[src/rtl/freq_meter.sv]
// Gated edge counter: counts synchronized rising edges of sig_in
// over a programmable window of clk cycles.
module freq_meter #(
    parameter int CNT_W  = 32,
    parameter int GATE_W = 32
) (
    input  logic              clk,
    input  logic              rst,
    input  logic              sig_in,
    input  logic [GATE_W-1:0] gate_len,
    input  logic              start,
    output logic              busy,
    output logic [CNT_W-1:0]  cnt_out,
    output logic              cnt_valid,
    output logic              ovf
);

    typedef enum logic [1:0] {
        IDLE,
        MEASURE,
        DONE
    } state_t;

    localparam logic [CNT_W-1:0] CNT_MAX = {CNT_W{1'b1}};

    state_t state_q, state_d;

    logic s1_q, s2_q, s3_q;
    logic edge_p;

    logic [CNT_W-1:0]  edge_cnt_q, edge_cnt_d;
    logic              ovf_int_q, ovf_int_d;
    logic [GATE_W-1:0] timer_q, timer_d;
    logic [CNT_W-1:0]  cnt_out_q, cnt_out_d;
    logic              ovf_q, ovf_d;
    logic              valid_q, valid_d;

    always_ff @(posedge clk or negedge rst) begin
        if (!rst) begin
            s1_q <= 1'b0;
            s2_q <= 1'b0;
            s3_q <= 1'b0;
        end else begin
            s1_q <= sig_in;
            s2_q <= s1_q;
            s3_q <= s2_q;
        end
    end

    assign edge_p = s2_q & ~s3_q;

    always_comb begin
        state_d    = state_q;
        edge_cnt_d = edge_cnt_q;
        ovf_int_d  = ovf_int_q;
        timer_d    = timer_q;
        cnt_out_d  = cnt_out_q;
        ovf_d      = ovf_q;
        valid_d    = 1'b0;
        unique case (state_q)
            IDLE: begin
                if (start) begin
                    timer_d    = (gate_len == '0) ? GATE_W'(1) : gate_len;
                    edge_cnt_d = '0;
                    ovf_int_d  = 1'b0;
                    state_d    = MEASURE;
                end
            end
            MEASURE: begin
                // Saturate instead of wrapping so a fast input reads as max.
                if (edge_p) begin
                    if (edge_cnt_q == CNT_MAX) begin
                        ovf_int_d = 1'b1;
                    end else begin
                        edge_cnt_d = edge_cnt_q + CNT_W'(1);
                    end
                end
                timer_d = timer_q - GATE_W'(1);
                if (timer_q == GATE_W'(1)) begin
                    cnt_out_d = edge_cnt_d;
                    ovf_d     = ovf_int_d;
                    valid_d   = 1'b1;
                    state_d   = DONE;
                end
            end
            DONE: begin
                state_d = IDLE;
            end
            default: begin
                state_d = IDLE;
            end
        endcase
    end

    always_ff @(posedge clk or negedge rst) begin
        if (!rst) begin
            state_q    <= IDLE;
            edge_cnt_q <= '0;
            ovf_int_q  <= 1'b0;
            timer_q    <= '0;
            cnt_out_q  <= '0;
            ovf_q      <= 1'b0;
            valid_q    <= 1'b0;
        end else begin
            state_q    <= state_d;
            edge_cnt_q <= edge_cnt_d;
            ovf_int_q  <= ovf_int_d;
            timer_q    <= timer_d;
            cnt_out_q  <= cnt_out_d;
            ovf_q      <= ovf_d;
            valid_q    <= valid_d;
        end
    end

    assign busy      = (state_q != IDLE);
    assign cnt_out   = cnt_out_q;
    assign cnt_valid = valid_q;
    assign ovf       = ovf_q;

endmodule

[config.mk]
export PLATFORM = sky130hd
export DESIGN_NAME = freq_meter
export DESIGN_NICKNAME = d
export VERILOG_FILES = /design/src/rtl/freq_meter.sv
export SDC_FILE = /design/constraint.sdc
export NUM_CORES = 1
export LEC_CHECK = 0
export BUFFER_PORTS_ARGS = -buffer_cell sky130_fd_sc_hd__clkbuf_2
export CAP_MARGIN = 20
export CORE_ASPECT_RATIO = 0.8
export CORE_MARGIN = 4
export CORE_UTILIZATION = 49
export CTS_CLUSTER_SIZE = 20
export DETAILED_ROUTE_END_ITERATION = 16
export PLACE_DENSITY = 0.69
export SYNTH_ARGS = -nofsm -noshare
export SYNTH_HDL_FRONTEND = slang
export SYNTH_SLANG_ARGS = --single-unit
[constraint.sdc]
create_clock -name clk -period 5.7 [get_ports clk]
set_clock_uncertainty 0.2 [all_clocks]
set_input_delay 0.285 -clock clk [delete_from_list [all_inputs] [get_ports clk]]
set_output_delay 0.285 -clock clk [all_outputs]
set_load 0.01 [all_outputs]
* After elaboration in Yosys (flattened, before gate mapping) *
Index checks and enable logic that the tools add are counted.

word-level totals
  logic and storage cells = 42
  bits in registers = 104

cells by class
  bitwise gates (word level) = 2
  add/sub/neg operators = 2
  eq/ne operators = 5
  muxes and demuxes = 16
  reduce and logical (&&, ||, !) cells = 7

operators by type and width
  kind                   number
  $mux 32                5
  $pmux 32 s2            2
  $add 32x1->32 const B  1
  $eq 32x1->1 const B    1
  $eq 32x32->1 const B   1
  $logic_not 32->1       1
  $sub 32x1->32 const B  1
  $reduce_and 2->1       3
  $mux 1                 5
  $mux 2                 2
  $ne 2x2->1 const B     2
  $pmux 2 s2             1
  $reduce_bool 2->1      2
  $eq 2x1->1 const B     1
  $logic_not 2->1        1
  $pmux 1 s2             1
  $and 1x1->1            1
  $not 1->1              1

* Logic depth before layout (Yosys ltp) *
Gate-level depths: netlist of the first run.

  depth after elaboration = 4
  mapped depth = 9

* Worst setup path after synthesis of the first run *
No wires, ideal clock.

  path type = register -> register
  start = register timer_q[10]
  end = register cnt_out_q[0], in the netlist cnt_out[0]
  setup slack = 3.097 ns
  clock period less this slack = 2.603 ns
  arrival time = 2.278 ns
  path buffers = 3
  library setup time = 0.125 ns
  cell stages (with the launch flop) = 10
  data required time = 5.375 ns
  cells stage by stage = dfrtp_1 -> or4_1 -> buf_2 -> nor4_4 -> nand3_1 -> or4_1 -> buf_2 -> buf_6 -> nand2_1 -> o21ai_1

between the ends
  longest elaborated chain between the ends = 2

ends and longest elaborated chain
  what                               RTL line  text
  start: declaration                 33        logic [GATE_W-1:0] timer_q, timer_d;
  start signal: assignment           108       timer_q <= timer_d;
  $eq 32x1->1                        79        if (timer_q == GATE_W'(1)) begin
  $reduce_and 2->1 (no source line)  n/a
  end signal: assignment             109       cnt_out_q <= cnt_out_d;
  end: declaration                   34        logic [CNT_W-1:0] cnt_out_q, cnt_out_d;

Every way passes these cells.
A chain may end at the register's enable or synchronous reset.

* Worst setup path in the final report of the first run *
  start = register state_q[1]
  end = register state_q[0]

between the ends
  longest elaborated chain between the ends = 3

ends and longest elaborated chain
  what                                                  RTL line  text
  start: declaration                                    26        state_t state_q, state_d;
  start signal: assignment                              105       state_q <= state_d;
  $eq 2x1->1 / $logic_not 2->1 (equally long branches)  60        unique case (state_q)
  $ne 2x2->1 (no source line)                           n/a
  $reduce_and 2->1 (no source line)                     n/a

Several ways; a longest one is shown, not always the timed one.

==> qor.yml, run 1 <==
status: "finished, final reports clean"
max_stage_delay_ps: 780
synth_area_um2: 5630
drc: 0
start_kind: "flop"
area_delta_synth_final_pct: 16.5
drv_cap: 0
place_ws_ps: 2500
power.share.clock_pct: 36.3
cts_made_buffers: 9
coreArea_um2: 11100
peakVddDrop_v: 0.000191
postCtsSetupBuffers: 0
r2r-end: "state_q[0]"
vias: 5226
slew_headroom_pct: 28.0
yosysSeqAreaShare_pct: 46.2
crit_required_ps: 5700
worst_setup_path_end_kind: "flop"
antenna_cells: 0
reg2reg_slack_ps: 2470
ctsHtreeMaxLevel: 3
postRouteAntennaNets: 0
clockBufferDepth: 2
rows: 34
wire_per_inst_um: 17.6
synthTopCellsByArea: "dfrtp_1, nand2_1, o21ai_0"
setup_ws_ps: 2470
yosysMostFrequentCell: "dfrtp_1"
cp_max_fo: 24
grt_setup_unrepaired: "false"
arrival_ps: 3240
drv_slew: 0
power_frac_comb_pct: 13.8
place_congestion: 0.892
grt_use_total_pct: 22.7
avgSynthCellArea_um2: 8.94
power.leakage_nw: 2.71
synthTopCellsByCount: "dfrtp_1, nand2_1, o21ai_0, nor2_1, a21oi_1"
powerDensity_nw_per_um2: 288
synth_edf_count: 0
start_util_pct: 50.9
layout-drive-gt1-share_pct: 16.2
cts_resized: 0
async_reset_ff_share_pct: 100
rr_worst_depth: 6
internal-power_mw: 1.35
grt_pass1_wl_um: 24700
grt_pass1_vias: 4917
synth-seq-cells: 104
netlist_instances: 630
hold_depth: 3
synth_nets: 669
hold_violations: 0
port_buffers: 70
finalSetupTns_ps: 0
worstHoldStart: "gate_len[9]"
power.total_mw: 1.89
die_x_um: 128
setup_viol: 0
fin_crit_sh_pct: 56.7
ys_warn_count: 0
max_freq_ghz: 0.309
swShare_pct: 28.6
die_y_um: 104
clock_latency_ps: 350
min_period_ps: 3230
grt_antenna_before_repair: 0
p_switching_mw: 0.541
crit_path_start: "state_q[1]"
worstMarginPinSlew_ps: 1080
final_core_util_pct: 59.3
hold_class: "in -> reg"
dpl.hpwl_um: 10100
yosys.cell_types.count: 57
crit_chain: "nand2b_2, or4_1, or3_1, or3_1, inv_1, nor2_1"
die_area_um2: 13300
cts-root-buf: "clkbuf_16"
drtIter0Drc: 460
cts_sinks: 104
hold_end: "timer_q[9]"
clk_pin_slew_ps: 70
grt_max_degree: 67
cts_tree: "done"
slowest_stage: "or3_1"
ios: 71
grt-ovfl-total: 0
dr.pass1.iters: 5
cpMostUsedCell: "or3_1"
vias_per_cell: 6.16
seq_power_share_pct: 50.0
layout.nets: 738
routed_wl_um: 14900
synth_ff_type: "dfrtp_1"
synth.top_cell.area_share_pct: 46.2
path_class: "reg -> reg"
r2r-start: "state_q[1]"
synth_top_area_cell: "dfrtp_1"
## critical path: cells and delay by family, from the launching register on
kind | cells | cell delay, ps
buf+inv | 1 | 190
flops | 1 | 560
simple gates | 5 | 2130
## routing by layer
metal / up-vias / routed length, um / GRT usage (%) / share of wire, %
met5: - / 0 / 0 / 0
met4: 0 / 156 / 6.36 / 1.0
met3: 16 / 934 / 4.67 / 6.3
met2: 199 / 6770 / 34.0 / 45
met1: 2533 / 7070 / 33.3 / 47
li1: 2478 / - / - / -
## sequential cells by signal (all words and copies together) (netlist names), 2 cells and up
register,flops
edge_cnt_q,32
timer_q,32
state_q,2
cnt_out,32
## metrics by stage
stage	instances	area [um2]	hold WS, ps
final	848	6560	10.7
after global routing	848	6560	10.0
after CTS	848	6560	5.05
after detailed placement	815	6060	98.4
after global placement	815	6060	99.9
after floorplan	630	5630	-211
## what timing repair did
item,4_1_cts,5_1_grt
hold endpoints to repair,54,0
hold buffers,17,0
setup endpoints to repair,0,0
## kinds of logic (layout without fill, tap and decap cells)
family / count (synthesis) / count (layout) / synth area share, %
AND/OR/NAND/NOR: 255 / 255 / 23.3
adder cells (fa/ha/maj): 3 / 3 / 0.667
multiplexers: 2 / 2 / 0.355
buffers and inverters: 49 / 123 / 3.91
AO/OA/AOI/OAI: 187 / 187 / 20.9
flip-flops: 104 / 104 / 46.2
XOR/XNOR: 30 / 30 / 4.67
## how the worst max path moves through the flow
stage | end | slack [ps] | cells past startpoint
global placement | state_q[0] | 2550 | 6
global route | state_q[0] | 2260 | 6
CTS | state_q[0] | 2480 | 6
floorplan | cnt_out[0] | 3100 | 9
detailed placement | state_q[0] | 2500 | 6
finish | state_q[0] | 2470 | 6
## cell type report
class,count,area [um2]
flip-flops and latches,104,2600
well taps,144,180
fillers,994,4500
repair buffers,94,576
clock buffers,11,253
clock inverters,5,78.8
inverters,13,48.8
multi-input cells,477,2820
## power by group through the flow
stage                     combinational (mW)  sequential [mW]  clock (mW)
after global routing                   0.290            0.956       0.730
final                                  0.260            0.945       0.686
after CTS                              0.259            0.939       0.699
after detailed placement               0.250            0.951           0
after global placement                 0.239            0.944           0
after floorplan                        0.187            0.916           0
## placed cells by master (no fill, tap or decap), types with 4 or more instances in the layout
master         count
o22ai_1            6
o211ai_1           7
a221o_1            7
clkbuf_16          9
nor2_1            33
or3_1              6
xor2_1            13
a211oi_1           5
o31ai_1            9
nand3_1           14
nor3_1            18
and3_1             6
a21oi_1           28
nor4_1            23
nand2_1           97
o21ai_1           26
o21ai_2            7
xnor2_1           17
inv_1             13
dlygate4sd3_1     17
buf_4              8
o21ai_0           44
o311ai_0           6
nand2b_1           4
dfrtp_1          104
clkbuf_2          69
o21a_1             4
or4_1              5
nor3b_1            4
nand3b_1           5
a31oi_1           21
or2_2              4
nand4_1           14
No activity file was read; power rests on OpenSTA's default activity.
==> run 2, diff against run 1 <==
--- a/config.mk
+++ b/config.mk
@@ -5,6 +5,7 @@
 export SDC_FILE = /design/constraint.sdc
 export NUM_CORES = 1
 export LEC_CHECK = 0
+export ABC_AREA = 1
 export BUFFER_PORTS_ARGS = -buffer_cell sky130_fd_sc_hd__clkbuf_2
 export CAP_MARGIN = 20
 export CORE_ASPECT_RATIO = 0.8
@@ -12,7 +13,7 @@
 export CORE_UTILIZATION = 49
 export CTS_CLUSTER_SIZE = 20
 export DETAILED_ROUTE_END_ITERATION = 16
-export PLACE_DENSITY = 0.69
+export PLACE_DENSITY = 0.71
 export SYNTH_ARGS = -nofsm -noshare
 export SYNTH_HDL_FRONTEND = slang
 export SYNTH_SLANG_ARGS = --single-unit
==> constraint.sdc (replaced) <==
create_clock -name clk -period 2.6 [get_ports clk]
set_clock_uncertainty 0.2 [all_clocks]
set_input_delay 0.13 -clock clk [delete_from_list [all_inputs] [get_ports clk]]
set_output_delay 0.13 -clock clk [all_outputs]
set_load 0.01 [all_outputs]
==> qor.yml, run 2 <==
status: "finished, final reports clean"
yosysMostFrequentCell: "nand2_1"
fillers: 1237  # +24%
cp_max_fo: 34  # +42%
clk_pin_slew_ps: 70  # about the same
clockBufferDepth: 2  # unchanged
die_x_um: 136  # +6.2%
synth_area_um2: 6400  # +14%
yosys.cell_types.count: 39  # -32%
netlist_instances: 941  # +49%
layout.nets: 1079  # +46%
worstHoldStart: "gate_len[24]"
synth_edf_count: 0  # unchanged
power.leakage_nw: 4.01  # +48%
synthTopCellsByArea: "dfrtp_1, nand2_1, nor2_1"
rows: 37  # +8.8%
synthTopCellsByCount: "nand2_1, nor2_1, dfrtp_1, inv_1, nand3_1"
postRouteAntennaNets: 0  # unchanged
cts_resized: 0  # unchanged
synth_ff_type: "dfrtp_1"
crit_required_ps: 2640  # -3060 ps
layout_common_cells: "nand2_1, nor2_1, dfrtp_1"
grt_antenna_before_repair: 0  # unchanged
ios: 71  # unchanged
max_freq_ghz: 0.437  # +41%
peakVddDrop_v: 0.000352  # +84%
crit_buf_inv: 0  # -1
path_depth: 10  # +4
setup_viol: 0  # unchanged
cts_sinks: 104  # unchanged
antenna_cells: 0  # unchanged
avgSynthCellArea_um2: 6.81  # -24%
r2r-start: "edge_cnt_q[0]"
crit_path_start: "edge_cnt_q[0]"
crit_chain: "ha_1, nand2_1, nor2_2, nand3_2, nor2_2, nand2_2, nand3b_1, nand2_1, nand2_1, nand2_1"
async_reset_ff_share_pct: 100  # unchanged
area_delta_synth_final_pct: 18.5
cts_made_buffers: 9  # unchanged
synth_nets: 980  # +46%
worst_setup_path_end_kind: "flop"
finalSetupTns_ps: 0  # unchanged
start_util_pct: 49.9  # -0.97 points
path_class: "reg -> reg"
vias: 6384  # +22%
arrival_ps: 2330  # -910 ps
reg2reg_slack_ps: 310  # -2160 ps
powerDensity_nw_per_um2: 582  # +100%
cts_tree: "done"
yosysSeqAreaShare_pct: 40.6  # -5.6 points
grt_max_degree: 50  # -25%
slowest_stage: "dfrtp_1"
drv_cap: 0  # unchanged
start_kind: "flop"
holdWs_ps: 42.2  # +31.5 ps
grt_setup_unrepaired: "false"
wire_per_inst_um: 14.3  # -18%
routed_wl_um: 17500  # +17%
clock_latency_ps: 350  # about the same
fin_crit_sh_pct: 88.1  # +31 points
hold_class: "in -> reg"
crit_family: "simple AND/OR/NAND/NOR gates"
dr.pass1.iters: 5  # unchanged
max_stage_delay_ps: 420  # -360 ps
hold_buffers: 33  # +16
min_period_ps: 2290  # -943 ps
grt_use_total_pct: 24.8  # +2.1 points
grt-ovfl-total: 0  # unchanged
r2r-end: "edge_cnt_q[31]"
die_y_um: 110  # +6.1%
dpl.hpwl_um: 12500  # +23%
die_area_um2: 15000  # +13%
placed_area_um2: 6920  # +14%
ctsHtreeMaxLevel: 3  # unchanged
layout_commonest_cell: "nand2_1"
grt_pass1_wl_um: 29600  # +20%
drv_slew: 0  # unchanged
cts-root-buf: "clkbuf_16"
synth_top_area_cell: "dfrtp_1"
postCtsSetupBuffers: 0  # unchanged
hold_violations: 0  # unchanged
worstMarginPinSlew_ps: 667  # -409 ps
coreArea_um2: 12800  # +16%
vias_per_cell: 5.23  # -15%
drc: 0  # unchanged
cpMostUsedCell: "nand2_1"
synth-seq-cells: 104  # unchanged
slew_headroom_pct: 55.6  # +28 points
drtIter0Drc: 526  # +14%
final_core_util_pct: 59.2  # -0.11 points
ys_warn_count: 0  # unchanged
finalInstanceArea_um2: 7590  # +16%
port_buffers: 70  # unchanged
synth.top_cell.area_share_pct: 40.6  # -5.6 points
rr_worst_depth: 10  # +4
crit_end: "edge_cnt_q[31]"
power.total_mw: 4.42  # +130%
grt_pass1_vias: 5819  # +18%
place_congestion: 0.944  # +5.8%
layout-drive-gt1-share_pct: 12.9  # -3.3 points
run 2: cell count changes after synthesis, moves of 20 or more:
cell | before | now
nand2_1 | 97 | 348
nor4_1 | 24 | 4
a31oi_1 | 21 | 0
nand3_1 | 14 | 77
nor2_1 | 34 | 116
inv_1 | 13 | 91
run 2: worst min path at each step:
| stage | to | slack [ps] | depth (start not counted) |
|---|---|---|---|
| finish | timer_q[24] | 40 | 3 |
| global route | timer_q[24] | 40 | 3 |
| detailed placement | edge_cnt_q[3] | 2 | 1 |
| CTS | timer_q[24] | 20 | 3 |
| floorplan | cnt_out[0] | -370 | 0 |
| global placement | edge_cnt_q[3] | 0.9 | 1 |
run 2: worst register-to-register path: stages, from the launching register on:
cell and delay (ps):
dfrtp_1 420, ha_1 290, nand2_1 100, nor2_2 180
nand3_2 100, nor2_2 100, nand2_2 360, nand3b_1 250
nand2_1 90, nand2_1 60, nand2_1 50
run 2: power breakdown:
group,internal [mW],switching [mW],total (mW)
Combinational,0.343,0.596,0.939
Clock,0.939,0.611,1.55
Sequential,1.76,0.171,1.93
run 2: area by class of cell:
cell class,count,area (um2),share of cell area [%]
flip-flops and latches,104,2600,34.3
repair buffers,118,808,10.6
inverters,93,349,4.60
clock buffers,10,229,3.02
clock inverters,6,108,1.42
well taps,175,219,2.88
multi-input cells,714,3270,43.1
run 2: kinds of logic after synthesis:
group	synth area share, %
flops	40.6
compound gates	7.07
buf+inv	8.28
fa+ha+maj	0.586
xor+xnor	1.78
simple gates	41.6
run 2: metrics by stage:
| step | worst slack, ps | cells |
|---|---|---|
| 2_1_floorplan | 759 | 941 |
| 3_3_place_gp | 428 | 1171 |
| 3_5_place_dp | 337 | 1171 |
| 4_1_cts | 301 | 1220 |
| 5_1_grt | 73.4 | 1220 |
| 6_report | 309 | 1220 |
run 2: routing by layer:
layer,vias to the layer above,global-route usage (%),wire length (um)
met2,227,37.0,7190
met1,2940,38.3,8830
met5,-,0,0
met3,20,4.26,1270
met4,0,4.46,205
li1,3197,-,-
